==> src/rtl/serial_adder.sv <==
// ============================================================================
// Module  : serial_adder
// Brief   : Bit-serial adder, one bit per clock, LSB first, 3-state FSM.
// Rev     : 1.0 - initial release
// ============================================================================
`default_nettype none

module serial_adder #(
  parameter int WIDTH = 8
) (
  input  logic             CLK,
  input  logic             RST,
  input  logic             START,
  input  logic [WIDTH-1:0] A,
  input  logic [WIDTH-1:0] B,
  input  logic             CIN,
  output logic             BUSY,
  output logic             DONE,
  output logic [WIDTH-1:0] S,
  output logic             COUT
);

  localparam int CW = (WIDTH > 1) ? $clog2(WIDTH) : 1;
  localparam logic [CW-1:0] C_LAST = CW'(WIDTH - 1);

  typedef enum logic [1:0] {
    ST_IDLE = 2'd0,
    ST_RUN  = 2'd1,
    ST_DONE = 2'd2
  } state_t;

  state_t           state_q, state_d;
  logic [WIDTH-1:0] a_q, a_d;
  logic [WIDTH-1:0] b_q, b_d;
  logic             c_q, c_d;
  logic [WIDTH-1:0] res_q, res_d;
  logic [CW-1:0]    cnt_q, cnt_d;
  logic [WIDTH-1:0] s_q, s_d;
  logic             cout_q, cout_d;

  logic             w_sum;
  logic             w_carry;
  logic [WIDTH-1:0] w_res_shift;
  logic             w_unused;

  assign w_sum       = a_q[0] ^ b_q[0] ^ c_q;
  assign w_carry     = (a_q[0] & b_q[0]) | (b_q[0] & c_q) | (c_q & a_q[0]);
  assign w_res_shift = {w_sum, res_q[WIDTH-1:1]};
  // Oldest result bit falls off the end of the shift register each cycle.
  assign w_unused    = res_q[0];

  always_comb begin
    state_d = state_q;
    a_d     = a_q;
    b_d     = b_q;
    c_d     = c_q;
    res_d   = res_q;
    cnt_d   = cnt_q;
    s_d     = s_q;
    cout_d  = cout_q;
    case (state_q)
      ST_IDLE, ST_DONE: begin
        if (START) begin
          a_d     = A;
          b_d     = B;
          c_d     = CIN;
          cnt_d   = '0;
          state_d = ST_RUN;
        end else begin
          state_d = ST_IDLE;
        end
      end
      ST_RUN: begin
        res_d = w_res_shift;
        a_d   = a_q >> 1;
        b_d   = b_q >> 1;
        c_d   = w_carry;
        if (cnt_q == C_LAST) begin
          // Counter holds at its last value so it never wraps mid-operation.
          state_d = ST_DONE;
          s_d     = w_res_shift;
          cout_d  = w_carry;
        end else begin
          cnt_d = cnt_q + 1'b1;
        end
      end
      default: state_d = ST_IDLE;
    endcase
  end

  always_ff @(posedge CLK) begin
    if (RST) begin
      state_q <= ST_IDLE;
      a_q     <= '0;
      b_q     <= '0;
      c_q     <= 1'b0;
      res_q   <= '0;
      cnt_q   <= '0;
      s_q     <= '0;
      cout_q  <= 1'b0;
    end else begin
      state_q <= state_d;
      a_q     <= a_d;
      b_q     <= b_d;
      c_q     <= c_d;
      res_q   <= res_d;
      cnt_q   <= cnt_d;
      s_q     <= s_d;
      cout_q  <= cout_d;
    end
  end

  assign BUSY = (state_q == ST_RUN);
  assign DONE = (state_q == ST_DONE);
  assign S    = s_q;
  assign COUT = cout_q;

endmodule

`default_nettype wire

==> config.mk <==
export PLATFORM = sky130hd
export DESIGN_NAME = serial_adder
export DESIGN_NICKNAME = d
export VERILOG_FILES = /design/src/rtl/serial_adder.sv
export SDC_FILE = /design/constraint.sdc
export NUM_CORES = 1
export LEC_CHECK = 0
export CAP_MARGIN = 10
export CORE_MARGIN = 1.5
export CORE_UTILIZATION = 50
export CTS_BUF_LIST = sky130_fd_sc_hd__clkbuf_8
export DETAILED_ROUTE_END_ITERATION = 7
export PLACE_DENSITY = 0.85
export SYNTH_ARGS = -nofsm -noshare
export SYNTH_HDL_FRONTEND = slang
export SYNTH_SLANG_ARGS = --single-unit
==> constraint.sdc <==
create_clock -name CLK -period 2.19 [get_ports CLK]
set_input_delay 0.219 -clock CLK [delete_from_list [all_inputs] [get_ports CLK]]
set_output_delay 0.219 -clock CLK [all_outputs]
set_load 0.01 [all_outputs]
* After elaboration in Yosys (flattened, before gate mapping)
Cells that the tools add are included.
** Word-level totals
- Word-level logic and storage cells :: 40
- Input bits :: 20
- Output and inout port bits :: 11
- Register bits :: 39
** Cells by class
- Add/subtract/negate cells :: 1
- Mux-type cells :: 12
- Bitwise logic cells :: 7
- Reduce and logical (&&, ||, !) cells :: 6
- Equality and inequality tests :: 6
** Operators by type and width (number)
- $pmux W8 S2 :: 2
- $mux W8 :: 2
- $mux W3 :: 2
- $pmux W3 S2 :: 1
- $ne A2 B2 Y1 const B :: 2
- $pmux W2 S2 :: 1
- $reduce_and A2 Y1 :: 2
- $add A3 B1 Y3 const B :: 1
- $and A1 B1 Y1 :: 3
- $eq A3 B3 Y1 const B :: 1
- $reduce_and A3 Y1 :: 1
- $eq A2 B1 Y1 const B :: 1
- $eq A2 B2 Y1 const B :: 1
- $logic_not A2 Y1 :: 1
- $mux W1 :: 2
- $mux W2 :: 1
- $ne A2 B1 Y1 const B :: 1
- $or A1 B1 Y1 :: 2
- $pmux W1 S2 :: 1
- $reduce_bool A2 Y1 :: 1
- $reduce_or A2 Y1 :: 1
- $xor A1 B1 Y1 :: 2

* Longest topological paths before layout
- Word-level depth :: 4
- Gate-level depth with buffers :: 6
- Gate-level depth less buffers :: 5

* Worst setup path after synthesis
No wires, ideal clock.
- Path kind :: register to register
- Start :: register cnt_q[0]
- End :: register cnt_q[2]
- Stages on the path, launching flop included :: 6
- Path buffers :: 0
- Period minus slack after synthesis :: 1348 ps
- Library setup time :: 132 ps
- Required time :: 2058 ps
- Data arrival time :: 1216 ps
- Path slack :: 842 ps
- Path through :: dfxtp_1 -> ha_1 -> ha_1 -> or3b_1 -> nand3_1 -> a21oi_1
** On the way
- Cells in the longest elaborated chain, start to end :: 3
** RTL lines
- start, declared :: line 37 : logic [CW-1:0] cnt_q, cnt_d;
- start signal, assigned :: line 107 : cnt_q <= cnt_d;
- $add A3 B1 Y3 / $eq A3 B3 Y1 (equally long branches) :: line 84, 78
- $mux W3 / $ne A2 B2 Y1 (equally long branches)
- $pmux W3 S2 / $reduce_and A3 Y1 (equally long branches)
Several ways; a longest one is shown, not always the timed one. The select of a mux whose other input is x is not followed.
A chain may end at the register's enable or synchronous reset.

* Worst setup path after layout
- Start :: register state_q[0]
- End :: output BUSY
** On the way
- Cells in the longest elaborated chain, start to end :: 1
** RTL lines
- start, declared :: line 32 : state_t state_q, state_d;
- start signal, assigned :: line 102 : state_q <= state_d;
- $eq A2 B1 Y1 :: line 113 : assign BUSY = (state_q == ST_RUN);
- end, declared :: line 17 : output logic BUSY,
No other way between the ends.

==> impl_metrics.tcl <==
set metrics [dict create \
    drive_gt1_share_pct 5.53 \
    slew_viol_final 0 \
    synthArstFlopShare_pct 0 \
    n_antenna_cell 0 \
    grt_max_degree 40 \
    cts_made_buffers 5 \
    status "complete, no violations" \
    start_util_pct 54.1 \
    syn_avg_cell_area_sq_um 8.07 \
    synthTopCellsByArea "dfxtp_1 50%, nand2_1 14%, a311oi_1 8.7%" \
    synth_edf_count 0 \
    postSynthCellCount 188 \
    port_buffers 30 \
    syn_nets 211 \
    antenna_found_initial 0 \
    cp_data_arrival_time_ns 1.42 \
    end_kind "primary output" \
    post_cts_resize_count 0 \
    max_slew.worst_pin.slew_ns 0.383 \
    synth_commonest_cells "57 x nand2_1, 38 x dfxtp_1, 22 x a21oi_1" \
    comb_power_share_pct 12.2 \
    rsz0062_at_grt "false" \
    yosys_warnings 0 \
    synth_top_area_share_pct 50.2 \
    area_growth_pct 26.5 \
    gp_congestion 0.790 \
    synth_most_common_cell "nand2_1" \
    ys_dominant_reg_cell "dfxtp_1" \
    drcViolationCount 0 \
    finalNetCount 239 \
    fmax_mhz 611 \
    p_int_w 0.00105 \
    cts_sinks 38 \
    relSlewSlack_pct 74.5 \
    yosysTopAreaCell "dfxtp_1" \
    switchingPower_w 0.000342 \
    die-area_sq_um 3370 \
    cp.required_ns 1.97 \
    cts_tree "done" \
    htree_levels 2 \
    rows 19 \
    power_frac_clock_pct 34.3 \
    hpwl_um 2170 \
    die_w_um 58.1 \
    synth_cell_types 18 \
    grt_overflow_total 0 \
    fillCellCount 245 \
    postCtsHoldBufs 0 \
    fin_skew_ns 0.00600 \
    cts_buffer_depth 2 \
    start_kind "flop" \
    grt_use_total_pct 20.8 \
    hp-class "flop to flop" \
    wl_per_cell_um 12.8 \
    cts_setup_buffers 0 \
    drv_cap 0 \
    grt_pass1_vias 1289 \
    finalCritPeriodShare_pct 74.7 \
    worst_setup_hold_path_clk_slew_ns 0.07 \
    grt_pass1_wl_um 5400 \
    period_minus_slack_ns 1.64 \
    p_leak_nw 0.702 \
    synth_seq_cells 38 \
    ant_nets 0 \
    final-setup-viol-count 0 \
    ys_seq_area_share_pct 50.2 \
    finalPower_w 0.00140 \
    cts_root_buffer "clkbuf_8" \
    core_area_sq_um 2810 \
    vdd_drop_max_mv 0.404 \
    drt-initial-drc-count 63 \
    powerDensity_nw_per_um2 728 \
    fin_setup_tns_ns 0 \
    insertion_delay_ns 0.28 \
    crit_fanout 7 \
    p_seq_share_pct 53.6 \
    via_per_inst 5.46 \
    routed-via-count 1355 \
    critical_path_class "flop to primary output" \
    drtPass1Iterations 6 \
    die_h_um 58.1 \
    switching_share_pct 24.5 \
    hold_viol_final 0 \
    syn_area_sq_um 1520 \
    drt_wl_total_um 3170 \
    boundaryPins 31 \
]
==> cell families after synthesis <==
kind of cell / share of synthesized area, %
buffers and inverters: 4.62
flip-flops: 50.2
adder cells (fa/ha/maj): 2.97
AO/OA/AOI/OAI: 15.9
AND/OR/NAND/NOR: 26.3
==> per-layer routing <==
metal	global-route usage (%)	routed length, um	up-vias
li1	-	-	694
met1	25.9	1400	624
met2	35.2	1600	31
met3	5.36	139	6
met4	6.98	33	0
met5	0	0	-
==> final timing paths <==
check	start	slack (ns)	depth (start not counted)	endpoint
max	state_q[0]	0.55	3	BUSY
min	S[4]	0.46	2	S[4]
max reg2reg	cnt_q[0]	0.59	5	S[3]
min reg2reg	S[4]	0.46	2	S[4]
==> stage by stage <==
step	setup WS [ns]	util [%]	cells	cell area (sq um)	hold WS, ns
after floorplan	0.842	-	188	1520	0.355
after CTS	0.543	68.4	248	1920	0.463
final	0.554	68.4	248	1920	0.459
after global routing	0.393	68.4	248	1920	0.481
after detailed placement	0.536	65.1	240	1830	0.453
after global placement	0.644	65.1	240	1830	0.442
==> state kept, by name, indices dropped and copies added (netlist names) <==
name,cells
a_q,8
state_q,2
S,8
COUT,1
c_q,1
cnt_q,3
res_q,7
b_q,8
==> cell usage in the layout, fill, tap and decap left out, drive strengths merged <==
master / count
inv: 1
nand2b: 3
dfxtp: 38
nor2: 16
buf: 5
clkinv: 2
fa: 1
clkdlybuf4s50: 30
or3b: 1
nor3b: 1
nand3b: 1
a21oi: 22
nand2: 57
nand3: 14
ha: 2
a311oi: 15
clkbuf: 6
nor2b: 2
==> critical path, cell delays in order (launching register included) <==
cell and delay, ns:
dfxtp_1 0.43, nand2b_1 0.11, clkinv_1 0.07, clkdlybuf4s50_1 0.53
==> layout make-up <==
type | instances | area (sq um) | area share (%)
sequential | 38 | 761 | 39.7
clock buffer | 6 | 82.6 | 4.31
timing repair buffer | 35 | 338 | 17.6
clock inverter | 2 | 8.76 | 0.457
tap | 31 | 38.8 | 2.02
inverter | 1 | 3.75 | 0.196
multi-input combinational | 135 | 686 | 35.7
==> power groups by stage <==
stage,Combinational (W),Clock (W),Sequential (W)
CTS,0.000170,0.000490,0.000748
global route,0.000187,0.000519,0.000753
finish,0.000170,0.000478,0.000748
detailed placement,0.000169,0,0.000763
floorplan,0.000108,0,0.000758
global placement,0.000159,0,0.000762
(Power assumes the default switching activity.)
